===== src/rtl/md_unit_iter.sv =====
// rtl/md_unit_iter.sv - HI/LO multiply/divide unit with iterative restoring divider
// Optional multiply-accumulate (ops 7..10) is built only when MD_ACCUM_EN is defined.
module md_unit_iter #(
  parameter int WIDTH   = 32,
  parameter int MUL_LAT = 5
) (
  input  logic             clk_i,
  input  logic             reset_ni,
  input  logic             start_i,
  input  logic [3:0]       op_i,
  input  logic [WIDTH-1:0] a_i,
  input  logic [WIDTH-1:0] b_i,
  input  logic             cancel_i,
  output logic             busy_o,
  output logic [WIDTH-1:0] hi_o,
  output logic [WIDTH-1:0] lo_o
);

  localparam int CNT_MAX = (WIDTH > MUL_LAT) ? WIDTH : MUL_LAT;
  localparam int CW      = $clog2(CNT_MAX + 1);
  localparam logic [CW-1:0] MUL_LAST = CW'(MUL_LAT - 1);
  localparam logic [CW-1:0] DIV_LAST = CW'(WIDTH);

  localparam logic [3:0] OP_MULT  = 4'd1;
  localparam logic [3:0] OP_MULTU = 4'd2;
  localparam logic [3:0] OP_DIV   = 4'd3;
  localparam logic [3:0] OP_DIVU  = 4'd4;
  localparam logic [3:0] OP_MTHI  = 4'd5;
  localparam logic [3:0] OP_MTLO  = 4'd6;
`ifdef MD_ACCUM_EN
  localparam logic [3:0] OP_MADD  = 4'd7;
  localparam logic [3:0] OP_MADDU = 4'd8;
  localparam logic [3:0] OP_MSUB  = 4'd9;
  localparam logic [3:0] OP_MSUBU = 4'd10;
`endif

  typedef enum logic [1:0] {S_IDLE, S_MUL, S_DIV} state_e;

  state_e               state_q, state_d;
  logic [CW-1:0]        cnt_q, cnt_d;
  logic [WIDTH-1:0]     hi_q, hi_d, lo_q, lo_d;
  logic [2*WIDTH-1:0]   prod_q, prod_d;
  logic [WIDTH-1:0]     dvd_q, dvd_d, dvs_q, dvs_d;
  logic [WIDTH:0]       rem_q, rem_d;
  logic                 qneg_q, qneg_d, rneg_q, rneg_d, bz_q, bz_d;

  logic                 can_accept;
  logic                 is_mul, is_div, mul_sgn, div_sgn;
  logic                 acc_add, acc_sub;
  logic [2*WIDTH-1:0]   ext_a, ext_b, prod_full, mul_result;
  logic [WIDTH-1:0]     abs_a, abs_b;
  logic [WIDTH:0]       rem_shift, rem_trial;
  logic                 rem_ge;

  assign can_accept = (state_q == S_IDLE) && start_i && !cancel_i;

  always_comb begin
    is_mul  = 1'b0;
    mul_sgn = 1'b0;
    acc_add = 1'b0;
    acc_sub = 1'b0;
    unique case (op_i)
      OP_MULT:  begin is_mul = 1'b1; mul_sgn = 1'b1; end
      OP_MULTU: is_mul = 1'b1;
`ifdef MD_ACCUM_EN
      OP_MADD:  begin is_mul = 1'b1; mul_sgn = 1'b1; acc_add = 1'b1; end
      OP_MADDU: begin is_mul = 1'b1; acc_add = 1'b1; end
      OP_MSUB:  begin is_mul = 1'b1; mul_sgn = 1'b1; acc_sub = 1'b1; end
      OP_MSUBU: begin is_mul = 1'b1; acc_sub = 1'b1; end
`endif
      default: ;
    endcase
  end

  assign is_div  = (op_i == OP_DIV) || (op_i == OP_DIVU);
  assign div_sgn = (op_i == OP_DIV);

  // Sign-extending to 2*WIDTH makes one unsigned multiplier serve both flavours.
  assign ext_a     = {{WIDTH{a_i[WIDTH-1] & mul_sgn}}, a_i};
  assign ext_b     = {{WIDTH{b_i[WIDTH-1] & mul_sgn}}, b_i};
  assign prod_full = ext_a * ext_b;

  assign abs_a = (div_sgn && a_i[WIDTH-1]) ? -a_i : a_i;
  assign abs_b = (div_sgn && b_i[WIDTH-1]) ? -b_i : b_i;

  assign rem_shift = {rem_q[WIDTH-1:0], dvd_q[WIDTH-1]};
  assign rem_ge    = rem_q[WIDTH] || (rem_shift >= {1'b0, dvs_q});
  assign rem_trial = rem_shift - {1'b0, dvs_q};

`ifdef MD_ACCUM_EN
  logic [1:0] acc_q, acc_d;

  always_ff @(posedge clk_i or negedge reset_ni) begin
    if (!reset_ni) acc_q <= 2'b00;
    else           acc_q <= acc_d;
  end

  always_comb begin
    acc_d = acc_q;
    if (can_accept && is_mul) acc_d = {acc_sub, acc_add};
  end

  // {hi,lo} is taken at the write edge, not at accept.
  always_comb begin
    unique case (acc_q)
      2'b01:   mul_result = {hi_q, lo_q} + prod_q;
      2'b10:   mul_result = {hi_q, lo_q} - prod_q;
      default: mul_result = prod_q;
    endcase
  end
`else
  assign mul_result = prod_q;
`endif

  always_ff @(posedge clk_i or negedge reset_ni) begin
    if (!reset_ni) state_q <= S_IDLE;
    else           state_q <= state_d;
  end

  always_comb begin
    state_d = state_q;
    unique case (state_q)
      S_IDLE: begin
        if (can_accept && is_mul)      state_d = S_MUL;
        else if (can_accept && is_div) state_d = S_DIV;
      end
      S_MUL: if (cancel_i || cnt_q == MUL_LAST) state_d = S_IDLE;
      S_DIV: if (cancel_i || cnt_q == DIV_LAST) state_d = S_IDLE;
      default: state_d = S_IDLE;
    endcase
  end

  assign busy_o = (state_q != S_IDLE);
  assign hi_o   = hi_q;
  assign lo_o   = lo_q;

  always_comb begin
    cnt_d  = cnt_q;
    hi_d   = hi_q;
    lo_d   = lo_q;
    prod_d = prod_q;
    dvd_d  = dvd_q;
    dvs_d  = dvs_q;
    rem_d  = rem_q;
    qneg_d = qneg_q;
    rneg_d = rneg_q;
    bz_d   = bz_q;
    unique case (state_q)
      S_IDLE: begin
        if (can_accept) begin
          cnt_d = '0;
          if (op_i == OP_MTHI) hi_d = a_i;
          if (op_i == OP_MTLO) lo_d = a_i;
          if (is_mul) prod_d = prod_full;
          if (is_div) begin
            dvd_d  = abs_a;
            dvs_d  = abs_b;
            rem_d  = '0;
            qneg_d = div_sgn && (a_i[WIDTH-1] ^ b_i[WIDTH-1]);
            rneg_d = div_sgn && a_i[WIDTH-1];
            bz_d   = (b_i == '0);
          end
        end
      end
      S_MUL: begin
        cnt_d = cnt_q + CW'(1);
        if (!cancel_i && cnt_q == MUL_LAST) {hi_d, lo_d} = mul_result;
      end
      S_DIV: begin
        cnt_d = cnt_q + CW'(1);
        if (cnt_q != DIV_LAST) begin
          // Quotient bits shift into the dividend register as it drains.
          rem_d = rem_ge ? rem_trial : rem_shift;
          dvd_d = {dvd_q[WIDTH-2:0], rem_ge};
        end else if (!cancel_i && !bz_q) begin
          lo_d = qneg_q ? -dvd_q : dvd_q;
          hi_d = rneg_q ? -rem_q[WIDTH-1:0] : rem_q[WIDTH-1:0];
        end
      end
      default: ;
    endcase
  end

  always_ff @(posedge clk_i or negedge reset_ni) begin
    if (!reset_ni) begin
      cnt_q  <= '0;
      hi_q   <= '0;
      lo_q   <= '0;
      prod_q <= '0;
      dvd_q  <= '0;
      dvs_q  <= '0;
      rem_q  <= '0;
      qneg_q <= 1'b0;
      rneg_q <= 1'b0;
      bz_q   <= 1'b0;
    end else begin
      cnt_q  <= cnt_d;
      hi_q   <= hi_d;
      lo_q   <= lo_d;
      prod_q <= prod_d;
      dvd_q  <= dvd_d;
      dvs_q  <= dvs_d;
      rem_q  <= rem_d;
      qneg_q <= qneg_d;
      rneg_q <= rneg_d;
      bz_q   <= bz_d;
    end
  end

endmodule


===== config.mk =====
export PLATFORM = sky130hd
export DESIGN_NAME = md_unit_iter
export DESIGN_NICKNAME = d
export VERILOG_FILES = /design/src/rtl/md_unit_iter.sv
export SDC_FILE = /design/constraint.sdc
export NUM_CORES = 2
export LEC_CHECK = 0
export BUFFER_PORTS_ARGS = -buffer_cell sky130_fd_sc_hd__clkbuf_2
export CAP_MARGIN = 0
export CORE_UTILIZATION = 45
export DETAILED_ROUTE_END_ITERATION = 8
export HOLD_SLACK_MARGIN = 0.15
export MAX_ROUTING_LAYER = met4
export SLEW_MARGIN = 20
export SYNTH_ARGS = -nofsm -noshare
export SYNTH_HDL_FRONTEND = slang
export SYNTH_SLANG_ARGS = --single-unit

===== constraint.sdc =====
create_clock -name clk_i -period 5.8 [get_ports clk_i]
set_clock_uncertainty 0.05 [all_clocks]
set_input_delay 0.58 -clock clk_i [delete_from_list [all_inputs] [get_ports clk_i]]
set_output_delay 0.58 -clock clk_i [all_outputs]
set_load 0.005 [all_outputs]

==> metrics.md <==
| Metric | Value |
|---|---|
| Rows | 124 |
| WL final | 177000 µm |
| Worst Reg-to-Reg Cells | 12 |
| Min cycle time layout | 7680 ps |
| Clock Sinks | 236 |
| Clk_lat worst skew | 560 ps |
| Non-Filler Instances | 8005 |
| Clk pin slew, worst setup/hold paths | 60 ps |
| I/O pins | 137 |
| Max Buffers Root-to-Sink | 3 |
| Final Cycle Share | 132% |
| Die H | 344 µm |
| Vias | 43400 |
| Mean post-synth cell area | between 8 and 9 µm² |
| Fin. max-slew vios | 0 |
| Share of Yosys cell area claimed by the top area cell type | a little over two fifths |
| CP max stage cell | or4b_4 |
| CP endpoint | mul_result[58] |
| Crit Path Class | in -> reg |
| F_max | 130 MHz |
| Crit path launch type | input pin |
| Vias in the first global route | 44500 |
| CP arrival | 8040 ps |
| Initial Util | a little under half |
| IO buf count | 136 |
| Cells after synthesis | 5958 |
| Pre-antenna DRT Iters | 8 |
| Post-DP HPWL | roughly 140000 µm |
| Nets | 7926 |
| Worst slack, placed | -2640 ps |
| Die X | 344 µm |
| Register area | between 0.005 and 0.006 mm² |
| Actual slew at the worst max-slew pin | just over 1000 ps |
| Slew HR | 31.7% |
| Clock Tree Root | clkbuf_16 |
| Setup TNS | -62090 ps |
| # setup viols final | 51 |
| Number of synthesized register bits | 236 |
| Yosys cell types | slightly above 80 |
| GP Congestion | 0.961 |
| First-pass GRT wire length | 267000 µm |
| Worst reg2reg path endpoint | rem_q[11] |
| Initial antenna violation count | 5 |
| Mapped cell area | 0.0525 mm² |
| Setup ws final | -1880 ps |
| R2R Path Start | rem_q[14] |
| H-tree Lvls | 1 |
| R2r setup slk | between 1500 and 2000 ps |
| Largest cells by area after synthesis | fa_1 43%, dfrtp_1 11%, inv_1 8.5% |
| Launch point of the worst path | op_i[3] |
| DP Cell Count | 7841 |
| Core area | 0.115 mm² |
| MaxCap Viol Count | 0 |
| Vias/cell | ~5.4 |
| Post-layout util | 56.3% |
| FFs w/ async S/R, synth | 100% |
| # DRC | 0 |
| RSZ-0062 raised after global routing | yes |
| Post-synth top flop | dfrtp_1 |
| CP max stage delay | ~560 ps |
| Wire per inst | 22.1 µm |
| Synth area leader | fa_1 |
| Worst Setup End Kind | register |
| CTS tree | built |
| Fillcell total | 10200 |
| Multi-input gate area | 0.0430 mm² |
| Status | finished, violations left |
| Post-DRT Antenna Nets | 0 |
| Failing checks | negative setup slack |
| Worst Hold Class | in -> reg |
| DR iter-0 viols | 3224 |
| Crit path required time | 6160 ps |
| CP max FO | 6 |
| Die ar. | ~0.12 mm² |
| Seq/Total Area, Yosys | 11.2% |
| Grt ovf | 0 |
| Largest net degree at the start of global routing | 134 |
| Ys Warns | 0 |
| Total CTS buffers | 26 |
| EDFF count, synth | 0 |
| Final Hold Fails | 0 |
| Share of cells above drive strength 1 | 20.9% |
| P&R area growth vs syn | 23.3% |
| Syn nets | roughly 7400 |
| All-layer global routing usage | between 30% and 40% |
| Critical path's most frequent cell | fa_1 |
sequential cells by signal (all words and copies together), names as in the netlist:
signal and cells:
bz_q 1, cnt_q 6, dvd_q 32, dvs_q 32
hi_o 32, lo_o 32, mul_result 64, qneg_q 1
rem_q 33, rneg_q 1, state_q 2
per-stage QoR:
stage                     instance area [µm²]  hold slack (ps)
after global placement                  60000              412
after floorplan                         54600              234
after CTS                               63000              364
after global routing                    64700              421
after detailed placement                60000              417
final                                   64700              382
cell usage in the layout (no fill, tap or decap), types with 12 or more instances in the layout:
cell       instances
nor3_1            22
buf_6             99
inv_2             49
nand2_1         1049
o21ai_2           15
nor2_1           161
nand2_4           15
xnor2_2           17
o31ai_1           87
buf_4            520
xnor2_1          136
a21oi_4           13
o21a_1            23
o41ai_1           15
clkbuf_2         114
or3_1             15
inv_1           1135
mux2i_1           17
nand4_1           23
buf_8             12
clkbuf_16         41
fa_1            1073
and2_1           269
a221oi_1          59
ha_4              48
and3_1            29
xor2_1            57
and2_4            20
nand2_2           30
dfrtp_1          236
o21ai_0          159
ha_1             205
buf_12            93
a21o_1            47
fa_2              53
o21ai_1           63
a21oi_1          109
a21oi_2           21
or4_1             12
nand3_1           23
worst min path at each step:
| stage | from | endpoint | slack (ps) | cells past startpoint |
|---|---|---|---|---|
| 5_1_grt | cancel_i | state_q[0] | 420 | 3 |
| 3_3_place_gp | dvs_q[18] | dvs_q[18] | 410 | 2 |
| 4_1_cts | cancel_i | state_q[0] | 360 | 3 |
| 2_1_floorplan | reset_ni | bz_q | 230 | 0 |
| 6_report | cancel_i | state_q[0] | 380 | 3 |
| 3_5_place_dp | hi_o[20] | hi_o[20] | 420 | 2 |
Yosys cell counts (61+ instances only):
cell type	instances
inv_1	1190
fa_1	1126
nand2_1	1098
clkbuf_1	321
and2_1	289
ha_1	255
dfrtp_1	236
o21ai_0	219
nor2_1	176
xnor2_1	154
a21oi_1	143
o31ai_1	92
xor2_1	65
a221oi_1	61
cell type report:
cell class                      count  share of cell area, %
Sequential cell                   236                   9.12
Clock inverter                     10                  0.207
Tap cell                         1512                   2.92
Antenna cell                        3                 0.0116
Clock buffer                       35                   1.15
Timing Repair Buffer              872                   13.1
Multi-Input combinational cell   4145                   66.5
Inverter                         1192                   6.96
logic make-up after synthesis:
logic type	synth area share [%]
mux	0.388
flops	11.2
simple gates	15.3
fa+ha+maj	49.0
buf+inv	11.3
compound gates	9.10
xor+xnor	3.65
critical path: cells and delay by family:
family,cells,cell delay (ps)
buffers and inverters,9,910
AOI/OAI and AO/OA,7,1010
and+or+nand+nor,5,1210
adders and majority gates,9,4170
xor gates and xnor gates,1,110
routing by layer:
metal | GRT usage (%) | wire length, µm
met5 | - | 0
met4 | 7.11 | 5190
met3 | 3.78 | 14400
met2 | 48.8 | 82200
met1 | 41.9 | 75000
timing repair:
item	in CTS	in global routing
hold buffers	1	0
gates cloned	11	7
resized for setup	308	275
endpoints found under the hold margin	103	0
endpoints found under the setup margin	52	53
pin swaps	117	143
buffers inserted	56	57
Power is not shown: default switching activity piles up to over one toggle a cycle in this logic, so the estimate is an artifact.
